===== config.mk =====
export PLATFORM = sky130hd
export DESIGN_NAME = kbd_scan
export DESIGN_NICKNAME = d
export VERILOG_FILES = /design/src/rtl/kbd_scan.sv
export SDC_FILE = /design/constraint.sdc
export NUM_CORES = 1
export LEC_CHECK = 0
export BUFFER_PORTS_ARGS = -buffer_cell sky130_fd_sc_hd__buf_2
export CORE_ASPECT_RATIO = 0.5
export CORE_MARGIN = 1.5
export CORE_UTILIZATION = 55
export CTS_CLUSTER_SIZE = 8
export DETAILED_ROUTE_END_ITERATION = 16
export GPL_TIMING_DRIVEN = 0
export HOLD_SLACK_MARGIN = 0.08
export PLACE_DENSITY = 0.74
export SYNTH_ARGS = -nofsm -noshare
export SYNTH_HDL_FRONTEND = slang
export SYNTH_SLANG_ARGS = --single-unit

===== constraint.sdc =====
create_clock -name clk -period 7.2 [get_ports clk]
set_input_delay 1.44 -clock clk [delete_from_list [all_inputs] [get_ports clk]]
set_output_delay 1.44 -clock clk [all_outputs]
set_load 0.05 [all_outputs]

===== src/rtl/kbd_scan.sv =====
// rtl/kbd_scan.sv - 4x4 matrix keypad scanner with frame-based debounce
//
// Purpose:
//   Drives one keypad row low at a time, samples the four column lines
//   through a two-flop synchroniser, condenses each full 4-row scan into
//   a frame result (no key, exactly one key, or several keys), and
//   debounces those frame results into a key code, a one-cycle accept
//   strobe and a held-key level.
//
// Ports:
//   clk        in   1  scan clock, rising edge
//   rst        in   1  synchronous active-low reset
//   col_in     in   4  keypad columns, asynchronous, pulled up, 0 = closed
//   row_out    out  4  row drive, active-low, exactly one bit low
//   key_code   out  4  last accepted key, row*4+col
//   key_valid  out  1  one-cycle pulse when a press is accepted
//   key_down   out  1  high from acceptance until the release is debounced
//
// Parameters:
//   SCAN_DIV   clk cycles per row slot (4..255)
//   DEB_CNT    identical frames needed to accept a press or release (2..15)

module kbd_scan #(
  parameter int SCAN_DIV = 4,
  parameter int DEB_CNT  = 4
) (
  input  logic       clk,
  input  logic       rst,
  input  logic [3:0] col_in,
  output logic [3:0] row_out,
  output logic [3:0] key_code,
  output logic       key_valid,
  output logic       key_down
);

  typedef enum logic [1:0] {
    IDLE      = 2'd0,
    PRESS_DEB = 2'd1,
    HELD      = 2'd2,
    REL_DEB   = 2'd3
  } state_t;

  localparam logic [7:0] SLOT_LAST = 8'(SCAN_DIV - 1);
  localparam logic [3:0] DEB_LAST  = 4'(DEB_CNT);

  // Column synchroniser
  logic [3:0] col_meta;
  logic [3:0] col_sync;

  // Row scan
  logic [7:0] slot_cnt;
  logic [1:0] row_idx;

  // Per-frame accumulators: closed-key count saturating at 2, first code
  logic [1:0] acc_cnt;
  logic [3:0] acc_code;

  // Debounce state
  state_t     state;
  logic [3:0] cand;
  logic [3:0] deb_cnt;
  logic [3:0] deb_next;

  // Combinational view of the current row sample merged into the frame
  logic [3:0] closed;
  logic [2:0] row_keys;
  logic [1:0] low_col;
  logic [2:0] key_sum;
  logic [1:0] frame_cnt;
  logic [3:0] frame_code;
  logic       sample_now;
  logic       eval_now;
  logic       frame_none;
  logic       frame_single;

  assign closed     = ~col_sync;
  assign sample_now = (slot_cnt == SLOT_LAST);
  // Last sample of row 3 closes the frame
  assign eval_now   = sample_now && (row_idx == 2'd3);
  assign deb_next   = deb_cnt + 4'd1;

  // Count closed columns on this row and find the lowest closed column.
  // Iterating from high to low leaves the lowest index in low_col.
  always_comb begin
    row_keys = 3'd0;
    low_col  = 2'd0;
    for (int i = 3; i >= 0; i--) begin
      if (closed[i]) begin
        low_col  = i[1:0];
        row_keys = row_keys + 3'd1;
      end
    end
  end

  // Merge this row into the running frame totals. Rows are scanned in
  // ascending order, so the first row that contributes any key supplies
  // the frame code (lowest row, then lowest column).
  always_comb begin
    key_sum = {1'b0, acc_cnt} + row_keys;
    if (key_sum >= 3'd2) begin
      frame_cnt = 2'd2;
    end else begin
      frame_cnt = key_sum[1:0];
    end
    if (acc_cnt == 2'd0) begin
      frame_code = {row_idx, low_col};
    end else begin
      frame_code = acc_code;
    end
  end

  assign frame_none   = (frame_cnt == 2'd0);
  assign frame_single = (frame_cnt == 2'd1);

  // Synchroniser, row scan and frame accumulation
  always_ff @(posedge clk) begin
    if (!rst) begin
      col_meta <= 4'b1111;
      col_sync <= 4'b1111;
      slot_cnt <= 8'd0;
      row_idx  <= 2'd0;
      row_out  <= 4'b1110;
      acc_cnt  <= 2'd0;
      acc_code <= 4'd0;
    end else begin
      col_meta <= col_in;
      col_sync <= col_meta;
      if (sample_now) begin
        slot_cnt <= 8'd0;
        row_idx  <= row_idx + 2'd1;
        row_out  <= ~(4'b0001 << (row_idx + 2'd1));
        if (eval_now) begin
          acc_cnt  <= 2'd0;
          acc_code <= 4'd0;
        end else begin
          acc_cnt  <= frame_cnt;
          acc_code <= frame_code;
        end
      end else begin
        slot_cnt <= slot_cnt + 8'd1;
      end
    end
  end

  // Debounce FSM; only moves on frame evaluation. key_valid is cleared
  // every cycle so an accept can never stretch past one cycle.
  always_ff @(posedge clk) begin
    if (!rst) begin
      state     <= IDLE;
      cand      <= 4'd0;
      deb_cnt   <= 4'd0;
      key_code  <= 4'd0;
      key_valid <= 1'b0;
      key_down  <= 1'b0;
    end else begin
      key_valid <= 1'b0;
      if (eval_now) begin
        case (state)
          IDLE: begin
            if (frame_single) begin
              state   <= PRESS_DEB;
              cand    <= frame_code;
              deb_cnt <= 4'd1;
            end
          end
          PRESS_DEB: begin
            if (frame_single && (frame_code == cand)) begin
              if (deb_next == DEB_LAST) begin
                state     <= HELD;
                key_code  <= cand;
                key_valid <= 1'b1;
                key_down  <= 1'b1;
                deb_cnt   <= 4'd0;
              end else begin
                deb_cnt <= deb_next;
              end
            end else if (frame_single) begin
              // A different single key restarts the count on that key
              cand    <= frame_code;
              deb_cnt <= 4'd1;
            end else begin
              state   <= IDLE;
              deb_cnt <= 4'd0;
            end
          end
          HELD: begin
            // Extra or changed keys are ignored until a full release
            if (frame_none) begin
              state   <= REL_DEB;
              deb_cnt <= 4'd1;
            end
          end
          REL_DEB: begin
            if (frame_none) begin
              if (deb_next == DEB_LAST) begin
                state    <= IDLE;
                key_down <= 1'b0;
                deb_cnt  <= 4'd0;
              end else begin
                deb_cnt <= deb_next;
              end
            end else begin
              state   <= HELD;
              deb_cnt <= 4'd0;
            end
          end
          default: begin
            state   <= IDLE;
            deb_cnt <= 4'd0;
          end
        endcase
      end
    end
  end

endmodule


==> impl_results.md, run 1 <==
* Synth top area share at 0.405
* Remaining global-route overflow at 0
* CP cell instances: inv_1, ha_1, xnor2_1, ha_1, mux2_2, fa_1, xnor3_1, nor4_2, nand4_2, a21oi_2, nor3_2, a32o_2
* Max cap viols at 0
* Setup Viol. Count Final at 0
* Top cell type by total area after synthesis: dfxtp_1
* Power per cell area at 193 nW/um^2
* Vias at 1697
* CP peak stage delay at 430 ps
* Top cells by area, synth: dfxtp_1 40%, ha_1 7.5%, nor2_1 5.5%
* Hold_buf cts at 0
* Peak supply drop at 109 uV
* Register area share after synthesis at 0.405
* Routed len/inst at 13.8 um
* Placer Congestion at 0.920
* Clock skew at 4.38 ps
* CTS H-tree lvls at 2
* LEAKAGE at 0.994 nW
* Pin count of the biggest net entering global routing at 14
* Slew margin rel. at 0.620
* FMAX at 269 MHz
* Pre-Repair DR Iteration Count at 4
* Nets@finish at 277
* FF+latch count, synth at 44
* Antenna cells at 0
* P_sw at 120 uW
* Crit path DAT at 3910 ps
* Sequential power share at 0.548
* Status: complete, no violations
* Worst Path Max Fanout at 5
* Combinational cell fraction of total power at 0.107
* CTS Buffer Depth at 2
* Die Y at 47.5 um
* Synth warn at 0
* Vias in the first global route at 1491
* Syn_area_per_cell at 9.26 um^2
* Post-CTS Resized at 0
* Fraction of registers with async set/reset at 0
* CTS root buffer: clkbuf_8
* Core area at 3600 um^2
* Highest-count cells in the layout ignoring fill and taps: 44 x dfxtp_1, 32 x nor2_1, 16 x nand2_1
* Worst min path class: reg2reg
* Die Width at 92.0 um
* Slew Limit Fails at 0
* Setup crit start kind: flip-flop
* Period minus WS final at 3710 ps
* CTS Sinks at 44
* Final Hold Viols at 0
* Remaining DRCs at 0
* Data required, critical path at 7390 ps
* Net count after synthesis at 255
* Rows at 15
* Final ANT Viol Nets at 0
* CTS tree: done
* Final Cycle Share at 0.516
* First-pass GRT wire length at 6950 um
* Worst path most repeated cell: ha_1
* Clock power share at 0.345
* Final Cell Area at 2410 um^2
* Critical Path Sink Type: flip-flop
* Mapped Area at 2180 um^2
* Cells after synthesis at 235
* Port Buffers at 15
* Detailed placement HPWL at 3160 um
* All-Layer GR Usage at 0.212
* # IOs at 16
* Initial Util at 0.604
* Final Power at 466 uW
* Main flop type after synthesis: dfxtp_1
* Layout cells sized above 1 at 0.147
* Placed Area at 2320 um^2
* Sw Ratio at 0.258
* Die area at 4370 um^2
* Clock-pin slew on the worst setup and hold paths at 80 ps
* Number of antenna violations at the first check in global routing at 0
* CP max stage cell: xnor3_1
* Cts bufs inserted at 5
* Final wirelength at 4260 um
* Clk_lat worst skew at 290 ps
* Setup bufs post-CTS at 0
* Synth-to-layout area growth at 10.7%
* WS Path Type: reg2reg
* DR vias/cell at 5.49
* Most common cell after layout, fill and taps aside: dfxtp_1
* Setup TNS at 0 ps
* RSZ-0062 raised after global routing: no
* Starting DRT DRC Count at 83
* EDFF count, synth at 0
* Worst-margin pin slew at 571 ps
* Post-synthesis cell type count at 52
* Power Internal at 346 uW
flip-flops by register name, summed over array words and instances (netlist names), 2 cells and up:
name      cells
state         2
key_code      4
cand          4
col_sync      4
row_idx       2
deb_cnt       4
acc_code      4
col_meta      4
row_out       4
slot_cnt      8
acc_cnt       2
worst max-delay path: cells and delay by family (launching register included):
family                   cells  cell delay, ps
adder cells (fa/ha/maj)      3             980
AND/OR/NAND/NOR              3             670
XOR/XNOR                     2             670
AO/OA/AOI/OAI                2             550
flip-flops                   1             390
multiplexers                 1             280
buffers and inverters        1              70
logic make-up after synthesis:
group / Yosys count / synth area share
and+or+nand+nor: 100 / 0.253
DFF: 44 / 0.405
AOI/OAI and AO/OA: 38 / 0.122
xor gates and xnor gates: 15 / 0.0667
buffers and inverters: 15 / 0.0276
adders and majority gates: 14 / 0.0839
muxes: 9 / 0.0425
cell type report:
type                       instances  area, um^2
multi-input combinational        176        1240
fill                             323        1190
sequential                        44         881
clock buffer                       7        86.3
timing repair buffer              15        75.1
tap                               51        63.8
inverter                           9        33.8
buffer                             6        26.3
clock inverter                     1        7.51
path summary, 6_finish.rpt:
check	start	end	slack (ps)	cells past startpoint
worst min-delay path	col_meta[2]	col_sync[2]	410	1
worst min register to register	col_meta[2]	col_sync[2]	410	1
worst max register to register	col_sync[2]	state[1]	3490	12
worst max-delay path	col_sync[2]	state[1]	3490	12
through the flow:
step	setup slack [ps]	cells	utilization	hold WS (ps)
4_1_cts	3490	309	0.669	411
2_1_floorplan	3850	235	-	386
3_5_place_dp	3510	301	0.643	392
3_3_place_gp	3570	301	0.643	391
5_1_grt	3290	309	0.669	420
6_report	3490	309	0.669	409
cells in the mapped netlist (all sizes together) (2+ instances only):
library cell / number
nand3b: 2
mux2i: 7
clkbuf: 4
o21a: 2
nor3: 6
or4: 2
inv: 8
a31oi: 2
a21oi: 5
nor2: 33
nand3: 7
xnor2: 11
and2: 2
xor2: 3
or2: 2
nand4: 2
ha: 13
nor4: 6
and3: 4
mux2: 2
a32oi: 2
a22oi: 4
nand2: 16
dfxtp: 44
nand2b: 11
nor2b: 6
buf: 2
o211ai: 4
o21ai: 11
per-layer routing:
layer / GRT usage / part of all wire
met5: 0 / 0
met4: 0.0769 / 0.0075
met3: 0.0571 / 0.053
met1: 0.285 / 0.52
met2: 0.341 / 0.42
power by group through the flow:
| stage | Sequential, mW | Combinational [mW] | Clock (mW) |
|---|---|---|---|
| 2_1_floorplan | 0.265 | 0.0323 | 0 |
| 6_report | 0.255 | 0.0499 | 0.161 |
| 4_1_cts | 0.255 | 0.0500 | 0.163 |
| 3_3_place_gp | 0.261 | 0.0482 | 0 |
| 3_5_place_dp | 0.261 | 0.0496 | 0 |
| 5_1_grt | 0.256 | 0.0549 | 0.175 |
Power figures use the tool's default switching activity.
==> run 2, diff against run 1 <==
--- a/config.mk
+++ b/config.mk
@@ -8,7 +8,7 @@
 export BUFFER_PORTS_ARGS = -buffer_cell sky130_fd_sc_hd__buf_2
 export CORE_ASPECT_RATIO = 0.5
 export CORE_MARGIN = 1.5
-export CORE_UTILIZATION = 55
+export CORE_UTILIZATION = 53
 export CTS_CLUSTER_SIZE = 8
 export DETAILED_ROUTE_END_ITERATION = 16
 export GPL_TIMING_DRIVEN = 0
==> constraint.sdc (replaced) <==
create_clock -name clk -period 3 [get_ports clk]
set_input_delay 0.6 -clock clk [delete_from_list [all_inputs] [get_ports clk]]
set_output_delay 0.6 -clock clk [all_outputs]
set_load 0.05 [all_outputs]
==> impl_results.md, run 2 (same netlist as run 1, synthesis figures left out) <==
* Clock power share at 0.341 (-0.004)
* Placer Congestion at 0.922 (+0.20%)
* LEAKAGE at 1.04 nW (+4.7%)
* Vias in the first global route at 1618 (+8.5%)
* Max cap viols at 0 (unchanged)
* Hold_ws at 411 ps (+1.40 ps)
* Remaining DRCs at 0 (unchanged)
* CTS tree: done
* Placed Area at 2350 um^2 (+1.4%)
* Worst R2R Setup Slack at -80 ps (-3560 ps)
* Worst Path Max Fanout at 4 (-1)
* Highest-count cells in the layout ignoring fill and taps: 41 x dfxtp_1, 31 x nor2_1, 16 x nand2_1
* Rows at 16 (+1)
* Slew margin rel. at 0.645 (+0.0258)
* Largest reg by FF count: slot_cnt
* CTS H-tree lvls at 2 (unchanged)
* Status: complete, but fails checks
* First-pass GRT wire length at 7320 um (+5.4%)
* Final Cycle Share at 1.03 (+0.510)
* Data required, critical path at 3210 ps (-4180 ps)
* R2r worst-path depth at 12 (unchanged)
* Power Internal at 843 uW (+140%)
* Failing checks: setup timing
* Fin cells at 321 (+3.9%)
* Crit path DAT at 3280 ps (-630 ps)
* Hold_buf cts at 0 (unchanged)
* Number of antenna violations at the first check in global routing at 0 (unchanged)
* Combinational cell fraction of total power at 0.122 (+0.015)
* Nets@finish at 286 (+3.2%)
* P_sw at 299 uW (+150%)
* Final Cell Area at 2590 um^2 (+7.3%)
* Final ANT Viol Nets at 0 (unchanged)
* Detailed placement HPWL at 3060 um (-3.1%)
* Pin count of the biggest net entering global routing at 13 (-1)
* Die Y at 48.3 um (+1.7%)
* Setup Viol. Count Final at 7 (+7)
* CTS root buffer: clkbuf_8
* Critical Path Sink Type: flip-flop
* Sequential power share at 0.537 (-0.011)
* Remaining global-route overflow at 0 (unchanged)
* Final wirelength at 4300 um (+0.94%)
* Antenna cells at 0 (unchanged)
* Synth-to-layout area growth at 18.8%
* Layout filler cell count at 339 (+5.0%)
* Pre-Repair DR Iteration Count at 4 (unchanged)
* Worst-margin pin slew at 532 ps (-38.7 ps)
* Setup Slack @ Placement at -211 ps (-3720 ps)
* Starting DRT DRC Count at 81 (-2.4%)
* Layout cells sized above 1 at 0.228 (+0.0812)
* FMAX at 325 MHz (+21%)
* All-Layer GR Usage at 0.208 (-0.00381)
* DR vias/cell at 5.40 (-1.6%)
* Slew Limit Fails at 0 (unchanged)
* CP Capture Point: state[1]
* RSZ-0062 raised after global routing: yes
* WS Path Type: reg2reg
* Clock skew at 7.69 ps (+3.30 ps)
* R2r endpoint: state[1]
* Routed len/inst at 13.4 um (-2.8%)
* Peak supply drop at 374 uV (+240%)
* CTS Buffer Depth at 2 (unchanged)
* Placed Cells incl. Taps at 304 (+1.0%)
* CTS Sinks at 44 (unchanged)
* Hold path start: col_meta[2]
* Power per cell area at 442 nW/um^2 (+130%)
* Clk_lat worst skew at 310 ps (+20 ps)
* Cts bufs inserted at 5 (unchanged)
* Final Power at 1.14 mW (+150%)
* Sw Ratio at 0.262 (+0.00355)
* Most common cell after layout, fill and taps aside: dfxtp_1
* Final Hold Viols at 0 (unchanged)
* Max reg flops at 8 (unchanged)
* Port Buffers at 15 (unchanged)
* FF/Latch Area at 885 um^2 (+0.43%)
* Critical path origin: col_sync[3]
* Die area at 4520 um^2 (+3.6%)
* Vias at 1735 (+2.2%)
* Worst min path class: reg2reg
* Initial Util at 0.555 (-0.0493)
* Origin of the critical flop-to-flop path: col_sync[3]
* Core area at 3920 um^2 (+8.9%)
* Clock-pin slew on the worst setup and hold paths at 80 ps (about the same)
* Die Width at 93.6 um (+1.8%)
* Final WS setup at -77.4 ps (-3560 ps)
* # IOs at 16 (unchanged)
* Setup crit start kind: flip-flop
* Period minus WS final at 3080 ps (-635 ps)
* Multi-input logic area at 1330 um^2 (+7.9%)
[run 2: changes by cell type in the layout (fill, tap and decap cells not counted), moves of 2 or more]
cell	previous run	this run
ha_1	13	10
buf_4	1	8
inv_2	0	2
ha_4	0	2
inv_1	8	6
dfxtp_1	44	41
xnor2_1	11	9
dfxtp_2	0	3
buf_6	0	2
[run 2: worst min path at each step]
| stage | to | slack [ps] | cells after the start |
|---|---|---|---|
| finish | col_sync[2] | 410 | 1 |
| global placement | col_sync[2] | 390 | 1 |
| detailed placement | col_sync[2] | 390 | 1 |
| floorplan | col_sync[2] | 390 | 1 |
| CTS | col_sync[2] | 410 | 1 |
| global route | col_sync[3] | 430 | 1 |
[run 2: cell type report]
cell class | instances | share of cell area
Timing Repair Buffer | 24 | 0.0581
Sequential cell | 44 | 0.342
Clock buffer | 8 | 0.0348
Buffer | 6 | 0.0102
Multi-Input combinational cell | 176 | 0.516
Tap cell | 54 | 0.0261
Inverter | 9 | 0.0131
[run 2: worst max-delay path: stages (launching register included)]
cell and delay, ps:
dfxtp_2 350, inv_2 50, ha_4 260, xnor2_4 160
ha_4 210, mux2_4 270, fa_2 330, xnor3_2 280
nor4_4 50, nand4_2 160, a21oi_4 90, or4_1 510
a32o_2 250
[run 2: power by group through the flow]
stage | Combinational, mW | Clock, mW | Sequential [mW]
2_1_floorplan | 0.0810 | 0 | 0.638
3_3_place_gp | 0.120 | 0 | 0.626
3_5_place_dp | 0.122 | 0 | 0.627
4_1_cts | 0.129 | 0.387 | 0.613
5_1_grt | 0.153 | 0.423 | 0.616
6_report | 0.139 | 0.390 | 0.614
[run 2: through the flow]
stage          TNS [ps]  utilization
2_1_floorplan         0            -
3_3_place_gp      -1040        0.599
3_5_place_dp      -1130        0.599
4_1_cts            -423        0.644
5_1_grt           -2020        0.659
6_report           -262        0.659
[run 2: routing by layer]
| metal | up-vias | routed length, um | global-route usage |
|---|---|---|---|
| met1 | 817 | 2180 | 0.284 |
| li1 | 879 | - | - |
| met2 | 31 | 1890 | 0.325 |
| met4 | 0 | 47 | 0.0522 |
| met3 | 8 | 186 | 0.0613 |
| met5 | - | 0 | 0 |
[run 2: repair_timing]
item	CTS	global route
resized for setup	4	10
setup buffers	8	1
pin swaps	11	1
endpoints found under the setup margin	11	14
